--- src/rtl/tx_pkg.sv ---
// Shared constants for the QPSK transmit shaper: default RRC table, PRBS9 taps and seeds.
package tx_pkg;

  localparam int unsigned PRBS9_TAP_HI = 8;
  localparam int unsigned PRBS9_TAP_LO = 4;

  localparam logic [8:0] PRBS9_SEED_I = 9'h1AA;
  localparam logic [8:0] PRBS9_SEED_Q = 9'h1FE;

  // 24-tap RRC, S(8,7), coef[0] in the least significant byte.
  localparam logic [24*8-1:0] RRC_COEFS =
    192'h0104_0502_FBF4_F2FA_1937_505A_5037_19FA_F2F4_FB02_0504_0100;

endpackage

--- src/rtl/tx_qpsk_shaper_if.sv ---
// Sample-rate enable in, shaped I/Q samples and symbol taps out.
interface tx_qpsk_shaper_if #(
  parameter int unsigned NBT_OUT = 8
) ();
  logic                       i_en_rate2;
  logic signed [NBT_OUT-1:0]  o_os_data_I;
  logic signed [NBT_OUT-1:0]  o_os_data_Q;
  logic                       o_valid;
  logic                       o_sym_I;
  logic                       o_sym_Q;

  modport master (
    output i_en_rate2,
    input  o_os_data_I, o_os_data_Q, o_valid, o_sym_I, o_sym_Q
  );

  modport slave (
    input  i_en_rate2,
    output o_os_data_I, o_os_data_Q, o_valid, o_sym_I, o_sym_Q
  );
endinterface

--- src/rtl/tx_qpsk_shaper_prbs9.sv ---
// PRBS9 (x^9+x^5+1) Fibonacci generator; o_bit is the current MSB, i_en advances one step.
module prbs9
  import tx_pkg::*;
#(
  parameter logic [8:0] SEED = PRBS9_SEED_I
) (
  input  logic clk,
  input  logic i_reset,
  input  logic i_en,
  output logic o_bit
);

  logic [8:0] lfsr_q, lfsr_d;

  always_comb begin
    lfsr_d = lfsr_q;
    if (i_en) begin
      lfsr_d = {lfsr_q[7:0], lfsr_q[PRBS9_TAP_HI] ^ lfsr_q[PRBS9_TAP_LO]};
    end
  end

  always_ff @(posedge clk) begin
    if (i_reset) begin
      lfsr_q <= SEED;
    end else begin
      lfsr_q <= lfsr_d;
    end
  end

  assign o_bit = lfsr_q[8];

endmodule

--- src/rtl/tx_qpsk_shaper.sv ---
// QPSK transmitter: PRBS9 bits per channel, polyphase RRC pulse shaping at OS samples/symbol.
module tx_qpsk_shaper
  import tx_pkg::*;
#(
  parameter int unsigned                 OS       = 4,
  parameter int unsigned                 NUM_TAPS = 24,
  parameter int unsigned                 NBT_COEF = 8,
  parameter int unsigned                 NBF_COEF = 7,
  parameter int unsigned                 NBT_OUT  = 8,
  parameter int unsigned                 NBF_OUT  = 7,
  parameter logic [NUM_TAPS*NBT_COEF-1:0] COEFS   = RRC_COEFS,
  parameter logic [8:0]                  SEED_I   = PRBS9_SEED_I,
  parameter logic [8:0]                  SEED_Q   = PRBS9_SEED_Q
) (
  input  logic             clk,
  input  logic             i_reset,
  tx_qpsk_shaper_if.slave  bus
);

  localparam int unsigned NSYM  = NUM_TAPS / OS;
  localparam int unsigned PH_W  = (OS > 1) ? $clog2(OS) : 1;
  localparam int unsigned ACC_W = NBT_COEF + $clog2(NSYM) + 1;
  localparam int unsigned DROP  = NBF_COEF - NBF_OUT;

  typedef logic signed [ACC_W-1:0]   acc_t;
  typedef logic signed [NBT_OUT-1:0] out_t;

  localparam logic [PH_W-1:0] PH_LAST = PH_W'(OS - 1);
  localparam acc_t            OUT_MAX = acc_t'((1 << (NBT_OUT - 1)) - 1);
  localparam acc_t            OUT_MIN = -acc_t'(1 << (NBT_OUT - 1));

  // Polyphase branch: each stored symbol selects +coef or -coef, no multiplier.
  function automatic acc_t poly_sum(input logic [NSYM-1:0] sym, input logic [PH_W-1:0] ph);
    acc_t                        acc;
    logic signed [NBT_COEF-1:0]  c;
    acc = '0;
    for (int unsigned k = 0; k < NSYM; k++) begin
      c   = COEFS[(k*OS + ph)*NBT_COEF +: NBT_COEF];
      acc = sym[k] ? acc - acc_t'(c) : acc + acc_t'(c);
    end
    return acc;
  endfunction

  function automatic out_t to_out(input acc_t acc);
    acc_t t;
    t = acc >>> DROP;
    if (t > OUT_MAX) begin
      t = OUT_MAX;
    end else if (t < OUT_MIN) begin
      t = OUT_MIN;
    end
    return t[NBT_OUT-1:0];
  endfunction

  logic [PH_W-1:0] phase_q, phase_d;
  logic [NSYM-1:0] sym_ich_q, sym_ich_d;
  logic [NSYM-1:0] sym_qch_q, sym_qch_d;
  out_t            data_i_q, data_i_d;
  out_t            data_q_q, data_q_d;
  logic            valid_q, valid_d;

  logic            bit_i, bit_q;
  logic            sym_adv;

  assign sym_adv = bus.i_en_rate2 && (phase_q == PH_LAST);

  prbs9 #(.SEED(SEED_I)) u_prbs_i (
    .clk     (clk),
    .i_reset (i_reset),
    .i_en    (sym_adv),
    .o_bit   (bit_i)
  );

  prbs9 #(.SEED(SEED_Q)) u_prbs_q (
    .clk     (clk),
    .i_reset (i_reset),
    .i_en    (sym_adv),
    .o_bit   (bit_q)
  );

  always_comb begin
    phase_d   = phase_q;
    sym_ich_d = sym_ich_q;
    sym_qch_d = sym_qch_q;
    data_i_d  = data_i_q;
    data_q_d  = data_q_q;
    valid_d   = bus.i_en_rate2;
    if (bus.i_en_rate2) begin
      // Sample uses pre-update phase and symbols; the new bit lands for the next symbol.
      data_i_d = to_out(poly_sum(sym_ich_q, phase_q));
      data_q_d = to_out(poly_sum(sym_qch_q, phase_q));
      if (sym_adv) begin
        phase_d      = '0;
        sym_ich_d[0] = bit_i;
        sym_qch_d[0] = bit_q;
        for (int unsigned k = 1; k < NSYM; k++) begin
          sym_ich_d[k] = sym_ich_q[k-1];
          sym_qch_d[k] = sym_qch_q[k-1];
        end
      end else begin
        phase_d = phase_q + 1'b1;
      end
    end
  end

  always_ff @(posedge clk) begin
    if (i_reset) begin
      phase_q   <= '0;
      sym_ich_q <= '0;
      sym_qch_q <= '0;
      data_i_q  <= '0;
      data_q_q  <= '0;
      valid_q   <= 1'b0;
    end else begin
      phase_q   <= phase_d;
      sym_ich_q <= sym_ich_d;
      sym_qch_q <= sym_qch_d;
      data_i_q  <= data_i_d;
      data_q_q  <= data_q_d;
      valid_q   <= valid_d;
    end
  end

  assign bus.o_os_data_I = data_i_q;
  assign bus.o_os_data_Q = data_q_q;
  assign bus.o_valid     = valid_q;
  assign bus.o_sym_I     = sym_ich_q[0];
  assign bus.o_sym_Q     = sym_qch_q[0];

endmodule
--- src/flat_wrapper.sv ---
// flat-port wrapper written by rule: the top's interface ports become plain ports
module tx_qpsk_shaper_flat import tx_pkg::*;
#(
  parameter int unsigned                 OS       = 4,
  parameter int unsigned                 NUM_TAPS = 24,
  parameter int unsigned                 NBT_COEF = 8,
  parameter int unsigned                 NBF_COEF = 7,
  parameter int unsigned                 NBT_OUT  = 8,
  parameter int unsigned                 NBF_OUT  = 7,
  parameter logic [NUM_TAPS*NBT_COEF-1:0] COEFS   = RRC_COEFS,
  parameter logic [8:0]                  SEED_I   = PRBS9_SEED_I,
  parameter logic [8:0]                  SEED_Q   = PRBS9_SEED_Q
)
  (clk, i_reset, bus_i_en_rate2, bus_o_os_data_I, bus_o_os_data_Q, bus_o_valid, bus_o_sym_I, bus_o_sym_Q);
  tx_qpsk_shaper_if #(.NBT_OUT(NBT_OUT)) bus_i ();
  input  logic clk;
  input  logic i_reset;
  input wire logic [$bits(bus_i.i_en_rate2)-1:0] bus_i_en_rate2;
  output wire logic [$bits(bus_i.o_os_data_I)-1:0] bus_o_os_data_I;
  output wire logic [$bits(bus_i.o_os_data_Q)-1:0] bus_o_os_data_Q;
  output wire logic [$bits(bus_i.o_valid)-1:0] bus_o_valid;
  output wire logic [$bits(bus_i.o_sym_I)-1:0] bus_o_sym_I;
  output wire logic [$bits(bus_i.o_sym_Q)-1:0] bus_o_sym_Q;
  assign bus_i.i_en_rate2 = bus_i_en_rate2;
  assign bus_o_os_data_I = bus_i.o_os_data_I;
  assign bus_o_os_data_Q = bus_i.o_os_data_Q;
  assign bus_o_valid = bus_i.o_valid;
  assign bus_o_sym_I = bus_i.o_sym_I;
  assign bus_o_sym_Q = bus_i.o_sym_Q;
  tx_qpsk_shaper #(.OS(OS), .NUM_TAPS(NUM_TAPS), .NBT_COEF(NBT_COEF), .NBF_COEF(NBF_COEF), .NBT_OUT(NBT_OUT), .NBF_OUT(NBF_OUT), .COEFS(COEFS), .SEED_I(SEED_I), .SEED_Q(SEED_Q)) u_core (.clk(clk), .i_reset(i_reset), .bus(bus_i));
endmodule
--- config.mk ---
export PLATFORM = sky130hd
export DESIGN_NAME = tx_qpsk_shaper_flat
export DESIGN_NICKNAME = d
export VERILOG_FILES = /design/src/rtl/tx_pkg.sv /design/src/rtl/tx_qpsk_shaper_if.sv /design/src/rtl/tx_qpsk_shaper_prbs9.sv /design/src/rtl/tx_qpsk_shaper.sv /design/src/flat_wrapper.sv
export SDC_FILE = /design/constraint.sdc
export NUM_CORES = 1
export LEC_CHECK = 0
export ABC_AREA = 1
export BUFFER_PORTS_ARGS = -buffer_cell sky130_fd_sc_hd__buf_2
export CORE_MARGIN = 8
export CORE_UTILIZATION = 33
export DETAILED_ROUTE_END_ITERATION = 6
export PLACE_DENSITY_LB_ADDON = 0.05
export SYNTH_ARGS = -nofsm -noshare
export SYNTH_HDL_FRONTEND = slang
export SYNTH_SLANG_ARGS = --single-unit
--- constraint.sdc ---
create_clock -name clk -period 21.5 [get_ports clk]
set_clock_uncertainty 0.15 [all_clocks]
set_input_delay 4.3 -clock clk [delete_from_list [all_inputs] [get_ports clk]]
set_output_delay 4.3 -clock clk [all_outputs]
set_load 0.01 [all_outputs]
==> reports/qor.csv, run 1 <==
stage,metric,value,unit
status,status,completed,
clock_network,cts bufs inserted,5,
run,Max-Cap Viols,0,
min_path,Hold Crit Class,reg2reg,
timing,Slew @ Worst Pin,0.933,ns
timing,"Hold Vio Cnt, Final",0,
timing,Tcrit/Tclk final,38.0,%
setup_path,Max stage delay on crit path,0.86,ns
synth,Post-synth EDFFs,0,
global_route,antenna violations before repair,0,
clock_network,CTS resizes,0,
detailed_routing,DRT Wirelength,17300,um
clock_network,clock root buffer,clkbuf_16,
timing,unrepaired setup endpoints after global routing,no,
clock_network,clk_lat worst skew,0.29,ns
synth,Avg Synthesized Cell Area,6.55,um^2
setup_path,critical path's most frequent cell,nand2_1,
synth,Mapped Cells,1029,
die,die area,0.0252,mm^2
timing,fin. max-slew vios,0,
synth,syn nets,1143,
detailed_routing,Antenna Violating Nets Remaining,0,
setup_path,Setup crit end kind,flop,
detailed_routing,vias,6239,
placement,RePlAce Congestion,0.772,
cells_and_area,Final #Nets,1151,
timing,Slew HR,37.2,%
synth,"Seq/Total Area, Yosys",14.6,%
synth,post-synthesis register bit count,49,
timing,Max Freq,122,MHz
synth,Synthesis Warnings,0,
global_route,first-pass GRT wire length,30200,um
detailed_routing,via/cell ratio,4.77,
clock_network,hold buffers post-CTS,0,
clock_network,CTS H-tree depth,2,
cells_and_area,# diodes,0,
cells_and_area,Post-Route Utilization,36.2,%
clock_network,Sink Count,49,
setup_path,critical path data required time,21.53,ns
cells_and_area,Non-Filler Instances,1308,
detailed_routing,Iter 0 DRT Violations,213,
detailed_routing,DRC viols,0,
global_route,GRT Overall Usage,13.9,%
cells_and_area,P&R area growth vs syn,8.36,%
clock_network,# Post-CTS Setup Buffers,0,
setup_path,CP max-delay cell,ha_1,
synth,Syn Std Cell Area,0.00674,mm^2
global_route,grt ovf,0,
cells_and_area,share of cells above drive strength 1,5.49,%
synth,"FFs w/ async S/R, synth",0,%
timing,Final setup viols,0,
die,height of the die,159,um
timing,total negative slack,0,ns
die,I/O pin cnt,22,
die,chip width,159,um
placement,Inst Count DP,1300,
clock_network,CTS tree,done,
global_route,largest net degree at the start of global routing,40,
synth,Post-synth top flop,dfxtp_1,
cells_and_area,filler instances,2279,
global_route,number of global-route vias before repair,6251,
setup_path,"Max FO, Critical Path",18,
timing,Final min period,8.17,ns
die,row cnt,52,
synth,Yosys cell types,39,
placement,port bufs,21,
detailed_routing,routed length per placed instance,13.3,um
setup_path,crit path launch type,flop,
placement,DP HPWL,14300,um
detailed_routing,DRT Pass-1 Iters,4,
clock_network,Longest Clk Path Bufs,2,
die,core footprint,0.0202,mm^2
die,Initial Util,33.4,%
clock_network,clock slew at reported path FFs,0.07,ns
setup_path,"Worst Path Class, Setup",reg2reg,
setup_path,worst path arrival time,8.20,ns
kinds of logic (layout without fill, tap and decap cells):
family / after synthesis / count (layout) / synth area share, %
adder cells (fa/ha/maj): 111 / 111 / 21.9
buffers and inverters: 171 / 180 / 9.62
XOR/XNOR: 84 / 84 / 11.0
AND/OR/NAND/NOR: 383 / 383 / 24.4
AO/OA/AOI/OAI: 231 / 231 / 18.5
flip-flops: 49 / 49 / 14.6
through the flow:
stage	area [um^2]	worst slack (ns)	hold slack, ns
floorplan	6740	14.48	0.279
finish	7300	13.33	0.301
global route	7300	12.55	0.339
detailed placement	7110	13.23	0.289
global placement	7110	13.36	0.290
CTS	7300	13.25	0.306
worst paths after layout:
kind	start	endpoint	slack (ns)	cells after the start
worst min-delay path	u_core.bus.o_os_data_I[0]$_SDFFE_PP0P_	u_core.bus.o_os_data_I[0]$_SDFFE_PP0P_	0.30	2
worst min register to register	u_core.bus.o_os_data_I[0]$_SDFFE_PP0P_	u_core.bus.o_os_data_I[0]$_SDFFE_PP0P_	0.30	2
worst max register to register	u_core.phase_q[1]$_SDFFE_PP0P_	u_core.bus.o_os_data_I[4]$_SDFFE_PP0P_	13.33	34
worst max-delay path	u_core.phase_q[1]$_SDFFE_PP0P_	u_core.bus.o_os_data_I[4]$_SDFFE_PP0P_	13.33	34
layout make-up:
| cell class | instances | area (um^2) | area share, % |
|---|---|---|---|
| multi-input combinational | 809 | 5110 | 70.0 |
| inverter | 149 | 559 | 7.66 |
| clock inverter | 3 | 68.8 | 0.943 |
| tap | 270 | 338 | 4.63 |
| sequential | 49 | 981 | 13.4 |
| clock buffer | 5 | 125 | 1.71 |
| timing repair buffer | 23 | 120 | 1.65 |
cells in the mapped netlist (4+ instances only):
cell type	count	area (um^2)
clkbuf_1	16	60.1
buf_2	5	25.0
nor2_1	58	218
ha_1	99	1240
nand4_1	6	37.5
nand3b_1	6	45.0
nand2_1	228	856
a21oi_1	105	526
fa_1	12	240
a31oi_1	10	62.6
xor2_1	33	289
nand3_1	57	285
xnor2_1	50	438
nand2_2	7	43.8
nor3_1	7	35.0
inv_1	145	544
nand3_2	5	50.1
dfxtp_1	49	981
o211ai_1	5	37.5
a21o_1	6	45.0
or2_2	5	31.3
inv_2	4	15.0
o21ai_0	92	460
cells in the final DEF (no fill, tap or decap), types with 6 or more instances in the layout:
master    count
a31oi_1      10
dfxtp_1      49
nor3_1        7
ha_1         99
nand3b_1      6
a21o_1        6
nand2_2       7
nor2_1       58
nand4_1       6
nand3_1      57
inv_1       145
xnor2_1      50
o21ai_0      92
nand2_1     228
xor2_1       33
a21oi_1     105
fa_1         12
buf_2        21
sequential cells by signal (all words and copies together), names as in the netlist:
signal                  flops
u_core.bus.o_os_data_Q      8
u_core.phase_q              2
u_core.sym_ich_q            6
u_core.sym_qch_q            6
u_core.bus.o_os_data_I      8
u_core.bus.o_valid          1
u_core.u_prbs_i.lfsr_q      9
u_core.u_prbs_q.lfsr_q      9
routing by layer:
metal  track usage [%]  vias up  share of wire, %
li1                  -     3388                 -
met1              18.5     2815                50
met2              24.7       32                48
met3             0.853        4               1.3
met4              1.80        0              0.35
met5                 0        -                 0
worst max-delay path: cells and delay by family, from the launching register on:
family	cells	cell delay [ns]
adders and majority gates	7	3.18
AOI/OAI and AO/OA	8	1.79
xor gates and xnor gates	4	0.85
and+or+nand+nor	9	0.85
DFF	1	0.65
buffers and inverters	6	0.60
Power of run 1 is left out: the tool's default activity adds up to more than one toggle a clock period on the data nets, which glitch-free logic cannot reach.
==> inputs of run 2 (changes only) <==
Clock period 21.5 ns to 7.9 ns, I/O delays scaled along.
==> reports/qor.csv, run 2 (synthesis gave the netlist of run 1 again) <==
stage,metric,value,unit
clock_network,cts bufs inserted,5,
timing,"Hold Vio Cnt, Final",0,
clock_network,clock slew at reported path FFs,0.08,ns
placement,RePlAce Congestion,0.774,
cells_and_area,FF+latch area,981,um^2
setup_path,"Max FO, Critical Path",11,
cells_and_area,filler instances,2242,
timing,Tcrit/Tclk final,91.5,%
min_path,hold_sp,u_core.bus.o_os_data_Q[1]$_SDFFE_PP0P_,
detailed_routing,vias,6238,
detailed_routing,routed length per placed instance,13.2,um
placement,port bufs,21,
setup_path,critical path data required time,7.99,ns
detailed_routing,DRT Wirelength,17400,um
min_path,Hold Crit Class,reg2reg,
timing,total negative slack,0,ns
clock_network,Longest Clk Path Bufs,2,
setup_path,worst path arrival time,7.32,ns
cells_and_area,area of the multi-input gates,0.00512,mm^2
cells_and_area,Final Cell Area,0.00729,mm^2
global_route,GRT Overall Usage,14.0,%
setup_path,"Worst Path Class, Setup",reg2reg,
global_route,first-pass GRT wire length,30200,um
die,Initial Util,33.4,%
detailed_routing,Iter 0 DRT Violations,269,
die,row cnt,52,
setup_path,worst r2r src,u_core.phase_q[0]$_SDFFE_PP0P_,
cells_and_area,Post-Route Utilization,36.2,%
global_route,antenna violations before repair,0,
timing,unrepaired setup endpoints after global routing,no,
timing,Max Freq,138,MHz
detailed_routing,via/cell ratio,4.76,
die,core footprint,0.0202,mm^2
timing,Slew @ Worst Pin,0.844,ns
detailed_routing,DRC viols,0,
cells_and_area,P&R area growth vs syn,8.25,%
setup_path,Worst Setup SP,u_core.phase_q[0]$_SDFFE_PP0P_,
setup_path,CP max-delay cell,ha_2,
detailed_routing,DRT Pass-1 Iters,5,
run,Max-Cap Viols,0,
clock_network,clk_lat worst skew,0.31,ns
placement,DP HPWL,14300,um
cells_and_area,"commonest cells after routing, fill and taps aside","nand2_1, inv_1, a21oi_1, ha_1, o21ai_0",
clock_network,Sink Count,49,
setup_path,Max stage delay on crit path,0.41,ns
timing,Slew HR,43.1,%
clock_network,# Post-CTS Setup Buffers,0,
clock_network,clock root buffer,clkbuf_16,
die,chip width,159,um
detailed_routing,Antenna Violating Nets Remaining,0,
status,status,completed,
die,height of the die,159,um
setup_path,cell family with most CP delay,adder cells,
timing,Final min period,7.23,ns
die,I/O pin cnt,22,
timing,Final setup viols,0,
cells_and_area,biggest regs,"u_core.u_prbs_i.lfsr_q x9, u_core.u_prbs_q.lfsr_q x9",
setup_path,Setup crit end kind,flop,
die,die area,0.0252,mm^2
global_route,grt ovf,0,
setup_path,WP buf/inv,6,
timing,fin. max-slew vios,0,
global_route,number of global-route vias before repair,6270,
cells_and_area,Final #Nets,1154,
clock_network,CTS H-tree depth,2,
clock_network,CTS tree,done,
placement,placed cell areas,0.00713,mm^2
cells_and_area,share of cells above drive strength 1,6.15,%
setup_path,critical path's most frequent cell,a21oi_1,
setup_path,crit path launch type,flop,
cells_and_area,"commonest non-fill, non-tap cell in the layout",nand2_1,
global_route,largest net degree at the start of global routing,40,
cells_and_area,# diodes,0,
-- run 2: changes by cell type in the layout (fill, tap and decap cells not counted) --
| cell | delta |
|---|---|
| o21ai_0 | -2 |
| ha_1 | -4 |
| buf_4 | +3 |
| inv_8 | +1 |
| o21ai_1 | +2 |
| clkinv_4 | +1 |
| ha_2 | +4 |
| bufinv_16 | -2 |
-- run 2: cell type report --
type                       instances  share of cell area, %
multi-input combinational        809                   70.2
sequential                        49                   13.5
clock buffer                       5                   1.72
clock inverter                     3                  0.395
timing repair buffer              26                   1.96
tap                              270                   4.63
inverter                         149                   7.67
-- run 2: tightest hold or removal path, cell delays in order (launching register included) --
cell     delay (ns)
dfxtp_1        0.31
nand2_1        0.06
nand2_1        0.04
-- run 2: final timing paths --
path	end	slack, ns	cells after the start
min	u_core.bus.o_os_data_Q[1]$_SDFFE_PP0P_	0.31	2
min reg2reg	u_core.bus.o_os_data_Q[1]$_SDFFE_PP0P_	0.31	2
max reg2reg	u_core.bus.o_os_data_I[3]$_SDFFE_PP0P_	0.67	41
max	u_core.bus.o_os_data_I[3]$_SDFFE_PP0P_	0.67	41
-- run 2: per-stage QoR --
| step | cells | setup WS, ns | hold WS [ns] |
|---|---|---|---|
| final | 1311 | 0.669 | 0.305 |
| after global routing | 1311 | 0.0525 | 0.337 |
| after CTS | 1311 | 0.407 | 0.304 |
| after detailed placement | 1303 | 0.438 | 0.286 |
| after global placement | 1303 | 0.446 | 0.292 |
| after floorplan | 1029 | 0.877 | 0.279 |
-- run 2: metal layers --
metal / vias up / global-route usage [%] / share of wire, %
li1: 3400 / - / -
met1: 2785 / 18.5 / 51
met2: 48 / 24.7 / 47
met3: 5 / 1.16 / 1.8
met4: 0 / 1.93 / 0.58
met5: - / 0 / 0
-- run 2: timing repair --
item	in CTS	in global routing
setup endpoints to repair	0	8
hold buffers	0	0
resized for setup	0	6
Power of run 2 is left out for the same reason.
